<file path="src/rtl/debug_link_pkg.sv">
// Shared definitions for the NeXT ASIC debug link (transmitter and receiver).
package debug_link_pkg;

    localparam int DEBUG_FRAME_WIDTH = 40;
    localparam int DEBUG_GAP_DEFAULT = 5;

    typedef enum logic [2:0] {
        IDLE,
        START,
        SHIFT,
        PARITY,
        GAP
    } tx_state_t;

endpackage

</file>
<file path="src/rtl/debug_tx_holdbuf.sv">
// One-entry valid/ready holding buffer in front of the debug link serializer.
module debug_tx_holdbuf
    import debug_link_pkg::*;
#(
    parameter int WIDTH = DEBUG_FRAME_WIDTH
) (
    input  logic             clk,
    input  logic             reset,
    input  logic [WIDTH-1:0] in_data,
    input  logic             in_valid,
    output logic             in_ready,
    input  logic             unload_i,
    output logic [WIDTH-1:0] hold_data_o,
    output logic             hold_full_o
);

    logic [WIDTH-1:0] hold_q, hold_d;
    logic             full_q, full_d;
    logic             load;

    always_comb begin
        load   = in_valid & ~full_q;
        hold_d = load ? in_data : hold_q;
        full_d = load | (full_q & ~unload_i);
    end

    always_ff @(posedge clk) begin
        if (reset) begin
            hold_q <= '0;
            full_q <= 1'b0;
        end else begin
            hold_q <= hold_d;
            full_q <= full_d;
        end
    end

    assign in_ready    = ~full_q;
    assign hold_data_o = hold_q;
    assign hold_full_o = full_q;

endmodule

</file>
<file path="src/rtl/debug_data_transmitter.sv">
// Debug link serializer: data_start strobe, MSB-first payload, idle gap.
// Define DEBUG_TX_PARITY_EN to append an odd parity bit to every frame.
module debug_data_transmitter
    import debug_link_pkg::*;
#(
    parameter int WIDTH      = DEBUG_FRAME_WIDTH,
    parameter int GAP_CYCLES = DEBUG_GAP_DEFAULT
) (
    input  logic             clk,
    input  logic             reset,
    input  logic [WIDTH-1:0] in_data,
    input  logic             in_valid,
    output logic             in_ready,
    output logic             data_start,
    output logic             sout,
    output logic             busy,
    output logic             frame_done
);

    localparam int CW = $clog2(WIDTH);

    tx_state_t        state_q, state_d;
    logic [WIDTH-1:0] shift_q, shift_d;
    logic [CW-1:0]    cnt_q, cnt_d;
    logic [7:0]       gap_q, gap_d;
    logic             par_q, par_d;
    logic             sout_q, sout_d;
    logic             ds_q, ds_d;
    logic             fd_q, fd_d;

    logic             unload;
    logic [WIDTH-1:0] hold_data;
    logic             hold_full;

    debug_tx_holdbuf #(
        .WIDTH(WIDTH)
    ) u_holdbuf (
        .clk        (clk),
        .reset      (reset),
        .in_data    (in_data),
        .in_valid   (in_valid),
        .in_ready   (in_ready),
        .unload_i   (unload),
        .hold_data_o(hold_data),
        .hold_full_o(hold_full)
    );

    always_comb begin
        state_d = state_q;
        shift_d = shift_q;
        cnt_d   = cnt_q;
        gap_d   = gap_q;
        par_d   = par_q;
        unload  = 1'b0;
        fd_d    = 1'b0;
        unique case (state_q)
            IDLE: begin
                if (hold_full) begin
                    unload  = 1'b1;
                    shift_d = hold_data;
                    par_d   = ~^hold_data;
                    state_d = START;
                end
            end
            START: begin
                cnt_d   = CW'(WIDTH - 1);
                state_d = SHIFT;
            end
            SHIFT: begin
                shift_d = shift_q << 1;
                if (cnt_q == '0) begin
                    gap_d = 8'(GAP_CYCLES - 1);
`ifdef DEBUG_TX_PARITY_EN
                    state_d = PARITY;
`else
                    state_d = GAP;
                    fd_d    = 1'b1;
`endif
                end else begin
                    cnt_d = cnt_q - CW'(1);
                end
            end
            PARITY: begin
                state_d = GAP;
                fd_d    = 1'b1;
            end
            GAP: begin
                if (gap_q == 8'd0) begin
                    state_d = IDLE;
                end else begin
                    gap_d = gap_q - 8'd1;
                end
            end
            default: state_d = IDLE;
        endcase

        // Pin values are computed from the next state so they leave a flop.
        ds_d = (state_d == START);
        if (state_d == SHIFT) begin
            sout_d = shift_d[WIDTH-1];
        end else if (state_d == PARITY) begin
            sout_d = par_d;
        end else begin
            sout_d = 1'b0;
        end
    end

    always_ff @(posedge clk) begin
        if (reset) begin
            state_q <= IDLE;
            shift_q <= '0;
            cnt_q   <= '0;
            gap_q   <= 8'd0;
            par_q   <= 1'b0;
            sout_q  <= 1'b0;
            ds_q    <= 1'b0;
            fd_q    <= 1'b0;
        end else begin
            state_q <= state_d;
            shift_q <= shift_d;
            cnt_q   <= cnt_d;
            gap_q   <= gap_d;
            par_q   <= par_d;
            sout_q  <= sout_d;
            ds_q    <= ds_d;
            fd_q    <= fd_d;
        end
    end

    assign data_start = ds_q;
    assign sout       = sout_q;
    assign frame_done = fd_q;
    assign busy       = (state_q != IDLE) | hold_full;

endmodule

</file>
<file path="config.mk">
export PLATFORM = sky130hd
export DESIGN_NAME = debug_data_transmitter
export DESIGN_NICKNAME = d
export VERILOG_FILES = /design/src/rtl/debug_link_pkg.sv /design/src/rtl/debug_tx_holdbuf.sv /design/src/rtl/debug_data_transmitter.sv
export SDC_FILE = /design/constraint.sdc
export NUM_CORES = 1
export LEC_CHECK = 0
export ABC_AREA = 1
export CAP_MARGIN = 10
export CORE_MARGIN = 2
export CORE_UTILIZATION = 40
export DETAILED_ROUTE_END_ITERATION = 8
export HOLD_SLACK_MARGIN = 0.08
export PLACE_DENSITY_LB_ADDON = 0.25
export RECOVER_POWER = 50
export SLEW_MARGIN = 20
export SYNTH_ARGS = -nofsm -noshare
export SYNTH_HDL_FRONTEND = slang
export SYNTH_SLANG_ARGS = --single-unit
</file>
<file path="constraint.sdc">
create_clock -name clk -period 2.3 [get_ports clk]
set_input_delay 0.575 -clock clk [delete_from_list [all_inputs] [get_ports clk]]
set_output_delay 0.575 -clock clk [all_outputs]
set_load 0.005 [all_outputs]
</file>
==> impl_metrics.py <==
metrics = {
    "routing": {
        "detail_route.iter0.violations": 133,
        "viasPerCell": 4.97,
        "postRouteWirelength_um": 8070,
        "vias": 3263,
        "drc_errors": 0,
        "ant_nets": 0,
        "routed_wire_length_per_instance_um": 12.3,
        "dr.pass1.iters": 4,
    },
    "synth": {
        "synth_adder_area_share": 0.00620,
        "postSynthNetCount": 527,
        "synth.top_cells.by_count": "101 x dfxtp_1, 92 x nor2_1, 56 x inv_1",
        "synth-warning-count": 0,
        "part_of_the_yosys_area_used_for_sequential_elements": 0.501,
        "synth_most_common_cell": "dfxtp_1",
        "ys_top_cells_by_area": "dfxtp_1 50%, nor2_1 8.6%, a21oi_1 6.2%",
        "synth_top_family_by_area": "compound AO/OA/AOI/OAI gates",
        "muxShareOfSynthArea": 0,
        "postSynth.topFlopCell": "dfxtp_1",
        "synthesis.area_per_instance_um2": 8.38,
        "netlist_instances": 482,
        "syn_area_um2": 4040,
        "post_synth_and_or_nand_nor_area_fraction": 0.161,
        "synth.top_cell.area_share": 0.501,
        "yosys.area_share.xor_xnor": 0.0108,
        "synth_seq_cells": 101,
        "synth_compound_gate_area_share": 0.225,
        "yosysUniqueCellTypes": 34,
        "netlist.top_cell.by_area": "dfxtp_1",
        "postSynth.asyncResetShare": 0,
        "synth_edf_count": 0,
    },
    "worst_setup_path": {
        "critical_path.cell_chain": "nor2_2 > inv_2 > nor2_2 > nand2_2 > clkdlybuf4s50_1",
        "crit_slowest_cell": "clkdlybuf4s50_1",
        "reg2reg_slack_ns": 0.28,
        "cp_data_required_time_ns": 1.73,
        "worstPathMaxFanout": 4,
        "critPathLaunchType": "flop",
        "timing.critical_path.to_type": "output pin",
        "top_cell_family_by_delay_on_the_critical_path": "buffers and inverters",
        "setup.worst_path.class": "reg -> out",
        "cell_occurring_most_often_along_the_worst_timing_path": "nor2_2",
        "arrival_ns": 1.61,
        "cp.buffers_inverters": 2,
        "cp_max_stage_delay_ns": 0.45,
    },
    "floorplanning": {
        "die-height_um": 104,
        "floorplan.core_area_um2": 9770,
        "initial_core_util": 0.413,
        "die_area_um2": 10900,
        "pin_count": 48,
        "placement_rows": 36,
        "die-width_um": 104,
    },
    "clocking": {
        "clockBufferDepth": 2,
        "cts_tree": "yes",
        "ctsRootBufferMaster": "clkbuf_8",
        "clk_transition_reported_paths_ns": 0.10,
        "clock_buffers_created_by_tritoncts": 9,
        "cts_setup_buffers": 0,
        "tritoncts_num_sinks": 101,
        "worst_skew_pair.late_latency_ns": 0.37,
        "h_tree_level_count": 3,
    },
    "place": {
        "dp.final_hpwl_um": 5340,
        "gp_congestion": 0.768,
        "io_buffers": 47,
        "dp_slack_ns": 0.476,
    },
    "layout": {
        "filler_cell_count": 1000,
        "drive_gt1_frac": 0.109,
        "layout.nets": 563,
        "synthToLayoutAreaGrowth_pct": 18.6,
        "n_antenna_cell": 0,
    },
    "sta": {
        "finalCriticalPeriod_ns": 2.18,
        "finalClockSkew_ns": 0.0135,
        "layout_worst_path_cycle_share": 0.950,
        "fmax_ghz": 0.458,
        "tightest_slew_margin_relative_to_the_limit": 0.247,
        "finalMaxSlewViolations": 0,
        "final-setup-viol-count": 0,
        "holdWs_ns": 0.450,
        "setup_slack_of_the_critical_path_after_layout_ns": 0.115,
        "setup_tns_ns": 0,
        "unrepaired_setup_endpoints_after_global_routing": "false",
        "timing_worst_slew_pin_value_ns": 1.13,
        "timing.final.hold_violations": 0,
    },
    "global_route": {
        "track_usage": 0.152,
        "number_of_global_route_vias_before_repair": 3022,
        "globalRoute.totalOverflow": 0,
        "grt_antenna_before_repair": 0,
        "wire_length_of_the_first_global_routing_pass_um": 13700,
        "pin_count_of_the_biggest_net_entering_global_routing": 80,
    },
    "power": {
        "total_leakage_power_nw": 1.83,
        "power.ir.vdd_worst_v": 0.000346,
        "power_density_nw_per_um2": 776,
    },
    "status": {
        "result_of_the_run": "completed",
    },
    "worst_hold_path": {
        "hold_class": "reg -> reg",
    },
    "flow_run": {
        "drv_cap": 0,
    },
}
## state kept, by name (all words and copies together) (netlist names)
signal and count:
data_start 1, gap_q 8, shift_q 40, frame_done 1, sout 1, cnt_q 6
u_holdbuf.hold_full_o 1, u_holdbuf.hold_data_o 40, state_q 3
## layout make-up
cell class / count / area, um^2 / area share
Clock buffer: 9 / 124 / 0.0259
Clock inverter: 7 / 81.3 / 0.0170
Inverter: 64 / 244 / 0.0510
Multi-Input combinational cell: 287 / 1620 / 0.337
Sequential cell: 101 / 2020 / 0.422
Tap cell: 133 / 166 / 0.0348
Timing Repair Buffer: 55 / 536 / 0.112
## kinds of logic (layout without fill, tap and decap cells)
logic type	Yosys count	count (layout)
flip-flops	101	101
adder cells (fa/ha/maj)	2	2
AND/OR/NAND/NOR	142	142
buffers and inverters	94	135
AO/OA/AOI/OAI	138	138
XOR/XNOR	5	5
## repair_timing
action / CTS / global route
setup endpoints to repair: 0 / 1
resized for setup: 0 / 0
hold buffers: 0 / 0
## tightest hold or removal path, cell delays in order, from the launching register on
cell,delay (ns)
dfxtp_1,0.32
inv_2,0.05
a21oi_1,0.05
## routing by layer
layer  GRT usage  wire (um)  vias to the layer above  share of wire
met5           0          0                        -              0
met1       0.179       3670                     1526           0.45
met3      0.0414        303                       10          0.038
met4      0.0531        121                        0          0.015
met2       0.264       3970                       53           0.49
li1            -          -                     1674              -
## stage by stage
| step | std cells | utilization | total power (W) | cell area [um^2] |
|---|---|---|---|---|
| after floorplan | 482 | - | 0.00242 | 4040 |
| after global placement | 640 | 0.472 | 0.00259 | 4620 |
| after detailed placement | 640 | 0.472 | 0.00261 | 4620 |
| after CTS | 656 | 0.493 | 0.00377 | 4820 |
| after global routing | 656 | 0.490 | 0.00392 | 4790 |
| final | 656 | 0.490 | 0.00371 | 4790 |
## power by group
group,switching [W],leakage (nW),total (W),internal [W]
Combinational,0.000374,0.894,0.000626,0.000252
Sequential,0.0000575,0.827,0.00193,0.00187
Clock,0.000638,0.106,0.00116,0.000521
## path summary, 6_finish.rpt
kind	start	end	cells after the start
worst max-delay path	state_q[0]$_SDFF_PP0_	busy	5
worst min-delay path	u_holdbuf.hold_data_o[31]$_SDFFE_PP0P_	u_holdbuf.hold_data_o[31]$_SDFFE_PP0P_	2
worst max register to register	cnt_q[0]$_SDFFE_PP0P_	cnt_q[2]$_SDFFE_PP0P_	12
worst min register to register	u_holdbuf.hold_data_o[31]$_SDFFE_PP0P_	u_holdbuf.hold_data_o[31]$_SDFFE_PP0P_	2
## placed cells by master, fill, tap and decap left out, types with 9 or more instances in the layout
cell type,n
a21oi_1,50
a221oi_1,29
a221oi_2,9
clkbuf_8,9
clkdlybuf4s50_1,46
dfxtp_1,101
inv_1,56
nand2_1,24
nor2_1,92
o21ai_0,40
No activity file was read; power rests on OpenSTA's default activity.
